## src/rtl/counter_updown_mod_pkg.sv

```systemverilog
// counter_updown_mod_pkg
// Shared definitions for the up/down counter slice.
//   MODE_WRAP / MODE_SAT : terminal behaviour selectors for the SATURATE parameter
//   modulusLegal()       : true when 2 <= modulus <= 2**width
//   prescaleWidth()      : width of the prescaler phase counter (never below 1)
package counter_updown_mod_pkg;

  localparam int MODE_WRAP = 0;
  localparam int MODE_SAT  = 1;

  // Evaluated at 64 bits so that WIDTH values up to 31 still compare correctly.
  function automatic bit modulusLegal(input int width, input int modulus);
    longint limit;
    limit = longint'(1) << width;
    return (modulus >= 2) && (longint'(modulus) <= limit);
  endfunction

  function automatic int prescaleWidth(input int prescale);
    return (prescale > 1) ? $clog2(prescale) : 1;
  endfunction

endpackage

```

## src/rtl/counter_updown_mod_prescaler.sv

```systemverilog
// prescaler_tick
// Divides the count enable so that one tick is issued every PRESCALE enabled
// cycles. The phase only advances while en is high and is held otherwise.
//   clk      in  rising-edge clock
//   rst_n    in  asynchronous active-low reset
//   en       in  enable; advances the phase
//   sync_clr in  synchronous return of the phase to zero
//   tick     out high in the enabled cycle that completes a PRESCALE period
module prescaler_tick
  import counter_updown_mod_pkg::*;
#(
  parameter int PRESCALE = 1
) (
  input  logic clk,
  input  logic rst_n,
  input  logic en,
  input  logic sync_clr,
  output logic tick
);

  localparam int CW = prescaleWidth(PRESCALE);
  localparam logic [CW-1:0] LAST = CW'(PRESCALE - 1);

  logic [CW-1:0] phase_q, phase_d;

  // With PRESCALE=1 the phase is pinned at zero, so tick degenerates to en.
  assign tick = en && (phase_q == LAST);

  always_comb begin
    phase_d = phase_q;
    if (sync_clr) begin
      phase_d = '0;
    end else if (tick) begin
      phase_d = '0;
    end else if (en) begin
      phase_d = phase_q + 1'b1;
    end
  end

  always_ff @(posedge clk or negedge rst_n) begin
    if (!rst_n) begin
      phase_q <= '0;
    end else begin
      phase_q <= phase_d;
    end
  end

endmodule

```

## src/rtl/counter_updown_mod.sv

```systemverilog
// counter_updown_mod
// Modulo-MODULUS up/down counter with prescaled enable, synchronous clear and
// load, and either wrap-around or saturation at the range limits.
//   clk, rst_n         clock and asynchronous active-low reset
//   en, up             count enable and direction (1 = up)
//   clr, load          synchronous clear / load (clr has priority)
//   load_val           value loaded, clamped to MODULUS-1
//   count              registered count value
//   at_max, at_min     count == MODULUS-1 / count == 0
//   wrap               one-cycle pulse after a wrap step (wrap mode only)
//   sat                sticky flag: a step was blocked at a limit
module counter_updown_mod
  import counter_updown_mod_pkg::*;
#(
  parameter int WIDTH    = 4,
  parameter int MODULUS  = 16,
  parameter int PRESCALE = 1,
  parameter int SATURATE = MODE_WRAP
) (
  input  logic             clk,
  input  logic             rst_n,
  input  logic             en,
  input  logic             up,
  input  logic             clr,
  input  logic             load,
  input  logic [WIDTH-1:0] load_val,
  output logic [WIDTH-1:0] count,
  output logic             at_max,
  output logic             at_min,
  output logic             wrap,
  output logic             sat
);

  // Reject illegal parameter combinations while elaborating.
  if (!modulusLegal(WIDTH, MODULUS)) begin : gBadModulus
    $error("counter_updown_mod: MODULUS=%0d outside 2..2**WIDTH (WIDTH=%0d)", MODULUS, WIDTH);
  end
  if (PRESCALE < 1) begin : gBadPrescale
    $error("counter_updown_mod: PRESCALE=%0d must be at least 1", PRESCALE);
  end

  // Limit held one bit wider so MODULUS = 2**WIDTH still yields a valid maximum.
  localparam logic [WIDTH:0] MAX_EXT = (WIDTH + 1)'(MODULUS - 1);

  logic [WIDTH-1:0] count_q, count_d;
  logic             wrap_q, wrap_d;
  logic             sat_q, sat_d;
  logic             tick;
  logic [WIDTH:0]   countExt;
  logic [WIDTH:0]   loadExt;

  // clr and load both restart the prescaler phase.
  prescaler_tick #(
    .PRESCALE (PRESCALE)
  ) uPrescaler (
    .clk      (clk),
    .rst_n    (rst_n),
    .en       (en),
    .sync_clr (clr | load),
    .tick     (tick)
  );

  assign countExt = {1'b0, count_q};
  assign loadExt  = {1'b0, load_val};

  // Next-state: clr > load > step > hold. wrap defaults low so it only pulses.
  always_comb begin
    count_d = count_q;
    wrap_d  = 1'b0;
    sat_d   = sat_q;
    if (clr) begin
      count_d = '0;
      sat_d   = 1'b0;
    end else if (load) begin
      count_d = (loadExt > MAX_EXT) ? MAX_EXT[WIDTH-1:0] : load_val;
      sat_d   = 1'b0;
    end else if (tick) begin
      if (up) begin
        if (countExt == MAX_EXT) begin
          if (SATURATE == MODE_SAT) begin
            sat_d = 1'b1;
          end else begin
            count_d = '0;
            wrap_d  = 1'b1;
          end
        end else begin
          count_d = WIDTH'(countExt + 1'b1);
        end
      end else begin
        if (countExt == '0) begin
          if (SATURATE == MODE_SAT) begin
            sat_d = 1'b1;
          end else begin
            count_d = MAX_EXT[WIDTH-1:0];
            wrap_d  = 1'b1;
          end
        end else begin
          count_d = WIDTH'(countExt - 1'b1);
        end
      end
    end
  end

  always_ff @(posedge clk or negedge rst_n) begin
    if (!rst_n) begin
      count_q <= '0;
      wrap_q  <= 1'b0;
      sat_q   <= 1'b0;
    end else begin
      count_q <= count_d;
      wrap_q  <= wrap_d;
      sat_q   <= sat_d;
    end
  end

  assign count  = count_q;
  assign wrap   = wrap_q;
  assign sat    = sat_q;
  assign at_max = (countExt == MAX_EXT);
  assign at_min = (count_q == '0);

endmodule

```

## config.mk

```make
export PLATFORM = sky130hd
export DESIGN_NAME = counter_updown_mod
export DESIGN_NICKNAME = d
export VERILOG_FILES = /design/src/rtl/counter_updown_mod_pkg.sv /design/src/rtl/counter_updown_mod_prescaler.sv /design/src/rtl/counter_updown_mod.sv
export SDC_FILE = /design/constraint.sdc
export NUM_CORES = 1
export LEC_CHECK = 0
export BUFFER_PORTS_ARGS = -buffer_cell sky130_fd_sc_hd__clkbuf_2
export CORE_AREA = 4 4 41 43
export DETAILED_ROUTE_END_ITERATION = 16
export DIE_AREA = 0 0 45 47
export PLACE_DENSITY = 0.59
export SLEW_MARGIN = 20
export SYNTH_ARGS = -nofsm -noshare
export SYNTH_HDL_FRONTEND = slang
export SYNTH_SLANG_ARGS = --single-unit
```

## constraint.sdc

```tcl
create_clock -name clk -period 3.4 [get_ports clk]
set_input_delay 0.68 -clock clk [delete_from_list [all_inputs] [get_ports clk]]
set_output_delay 0.68 -clock clk [all_outputs]
set_load 0.02 [all_outputs]
```

==> impl_metrics.py <==
metrics = {
    "status": {
        "status": "complete, no violations",
    },
    "global_route": {
        "grt_usage": 0.122,
        "grt_pass1_wl_um": 1720,
        "antenna_found_initial": 0,
        "grt_start_max_net_pins": 11,
        "grt_pass1_vias": 397,
        "grt-ovfl-total": 0,
    },
    "sta": {
        "fin_crit_ns": 2.04,
        "max_freq_ghz": 0.490,
        "slew_viol_final": 0,
        "finalSetupTns_ns": 0,
        "period_share": 0.600,
        "rsz0062_at_grt": "false",
        "setup_viol": 0,
        "clock_skew_ns": 0.000661,
        "finalHoldViolCount": 0,
    },
    "yosys": {
        "ys_ff_latch": 6,
        "synthMuxAreaShare": 0.0209,
        "synth.distinct_cells": 31,
        "synth_enable_flop_cells": 0,
        "synth.yosys.warnings": 0,
        "syn_inst": 53,
        "yosysSeqAreaShare": 0.314,
        "synthXorXnorAreaFrac": 0.0366,
        "async_reset_ff_frac": 1.00,
        "syn_area_um2": 478,
        "synthAdderAreaFrac": 0.0524,
        "avgSynthCellArea_um2": 9.02,
        "synth_top_family_by_area": "simple AND/OR/NAND/NOR gates",
        "synth-compound-area-share": 0.223,
        "synthFlopType": "dfrtp_1",
        "synth_nets": 65,
        "synth-simple-area-share": 0.233,
    },
    "layout": {
        "antenna_cells": 0,
        "design_area_um2": 561,
        "final_cell_mix": "16 x clkbuf_2, 6 x dfrtp_1, 4 x nor2_1, 4 x inv_1",
        "syn_to_final_growth_pct": 17.3,
        "regArea_um2": 150,
        "finalNetCount": 81,
        "final_util": 0.431,
        "final_cells": 82,
        "final_common_cell": "clkbuf_2",
        "multi_input_comb_area_um2": 274,
        "drive_above_1_share": 0.313,
        "fillers": 142,
    },
    "detailed_routing": {
        "drcViolationCount": 0,
        "detail-route-antenna-nets": 0,
        "vias": 426,
        "first_iter_violations": 3,
        "wl_um": 1020,
        "dr.pass1.iters": 2,
        "wl_per_cell_um": 12.4,
        "via_per_inst": 5.20,
    },
    "placed_design": {
        "dp.cells": 79,
        "io_buffers": 16,
        "dp_hpwl_um": 766,
        "dpl_cell_area_um2": 538,
        "gp_congestion": 0.743,
    },
    "clock_tree": {
        "clk_root_buffer_cell": "clkbuf_4",
        "cts.htree.levels": 1,
        "clkTransAtPathRegs_ns": 0.04,
        "clock_sinks": 6,
        "numCtsBuffers": 3,
        "clkLatencyLatePin_ns": 0.25,
        "cts_hold_buf": 0,
        "cts_buffer_depth": 2,
        "post_cts_resized": 0,
        "cts_tree": "built",
        "cts_setup_buffers": 0,
    },
    "floorplanning": {
        "num_rows": 13,
        "core-area_um2": 1300,
        "die_h_um": 47,
        "initial_core_util": 0.367,
        "io_pins": 18,
        "dieArea_um2": 2120,
        "die_w_um": 45,
    },
    "worst_setup_path": {
        "arrival_ns": 1.36,
        "cpMaxStageDelayCell": "dfrtp_1",
        "endpoint_kind": "output pin",
        "required_ns": 2.72,
        "worstSetupPathType": "register to output pin",
        "critPathMaxFanout": 8,
        "crit_path_max_incr_delay_ns": 0.46,
        "path_cells": "inv_1, ha_1, and2_1, clkbuf_2",
        "cp-start-kind": "register",
    },
    "power_and_ir_drop": {
        "power.leakage_nw": 0.295,
        "ir_drop_mv": 0.163,
        "powerDensity_nw_per_um2": 373,
    },
    "run": {
        "maxCapViolations": 0,
    },
    "min_path": {
        "min_path_type": "input pin to async pin",
    },
}
-- cell families (layout without fill, tap and decap cells) --
logic type / after synthesis / count (layout)
simple gates: 17 / 17
flops: 6 / 6
xor+xnor: 2 / 2
compound gates: 15 / 15
mux: 1 / 1
other cells: 1 / 1
buf+inv: 9 / 23
fa+ha+maj: 2 / 2
-- area by class of cell --
type,instances,area share
Clock buffer,3,0.0402
Inverter,4,0.0268
Multi-Input combinational cell,38,0.489
Sequential cell,6,0.268
Tap cell,15,0.0335
Timing Repair Buffer,16,0.143
-- synthesized netlist by cell type (2+ instances only) --
cell type | count | area [um^2]
buf_6 | 2 | 22.5
a41oi_1 | 2 | 17.5
nor3_1 | 3 | 15.0
inv_1 | 4 | 15.0
a21oi_1 | 2 | 10.0
xor2_1 | 2 | 17.5
nor2_1 | 4 | 15.0
a31oi_1 | 2 | 12.5
dfrtp_1 | 6 | 150
and3_1 | 2 | 12.5
nor2b_1 | 3 | 18.8
ha_1 | 2 | 25.0
-- state kept, by name (all words and copies together) (netlist names) --
signal	flops
count	4
uPrescaler.phase_q	1
wrap	1
-- critical path, delay by kind of cell (launching register included) --
kind,cells,cell delay (ns)
AND/OR/NAND/NOR,1,0.15
adder cells (fa/ha/maj),1,0.26
flip-flops,1,0.46
buffers and inverters,2,0.24
-- where the power goes --
group | internal [mW] | leakage, nW | switching (mW)
Clock | 0.0400 | 0.0138 | 0.0263
Combinational | 0.0251 | 0.201 | 0.0317
Sequential | 0.0757 | 0.0795 | 0.0104
-- metal layers --
layer / global-route usage / up-vias / part of all wire
met5: 0 / - / 0
met4: 0.0877 / 0 / 0.029
met3: 0.0690 / 5 / 0.076
met2: 0.175 / 13 / 0.43
met1: 0.135 / 192 / 0.46
li1: - / 216 / -
-- through the flow --
stage	setup slack [ns]	hold WS (ns)	total power [mW]
2_1_floorplan	1.65	0.384	0.130
3_3_place_gp	1.64	0.516	0.144
3_5_place_dp	1.63	0.519	0.144
4_1_cts	1.35	0.253	0.213
5_1_grt	1.25	0.237	0.230
6_report	1.36	0.252	0.209
-- worst paths after layout --
kind                       depth (start not counted)            endpoint  slack [ns]                from
max                                                4              at_min        1.36            count[0]
max reg2reg                                        6            count[0]        1.79            count[0]
min reg2reg                                        1  uPrescaler.phase_q        0.54  uPrescaler.phase_q
min                                                1                wrap        0.25               rst_n
max in group asynchronous                          1            count[0]        3.00               rst_n
min in group clk                                   1  uPrescaler.phase_q        0.54  uPrescaler.phase_q
No activity file was read; power rests on OpenSTA's default activity.
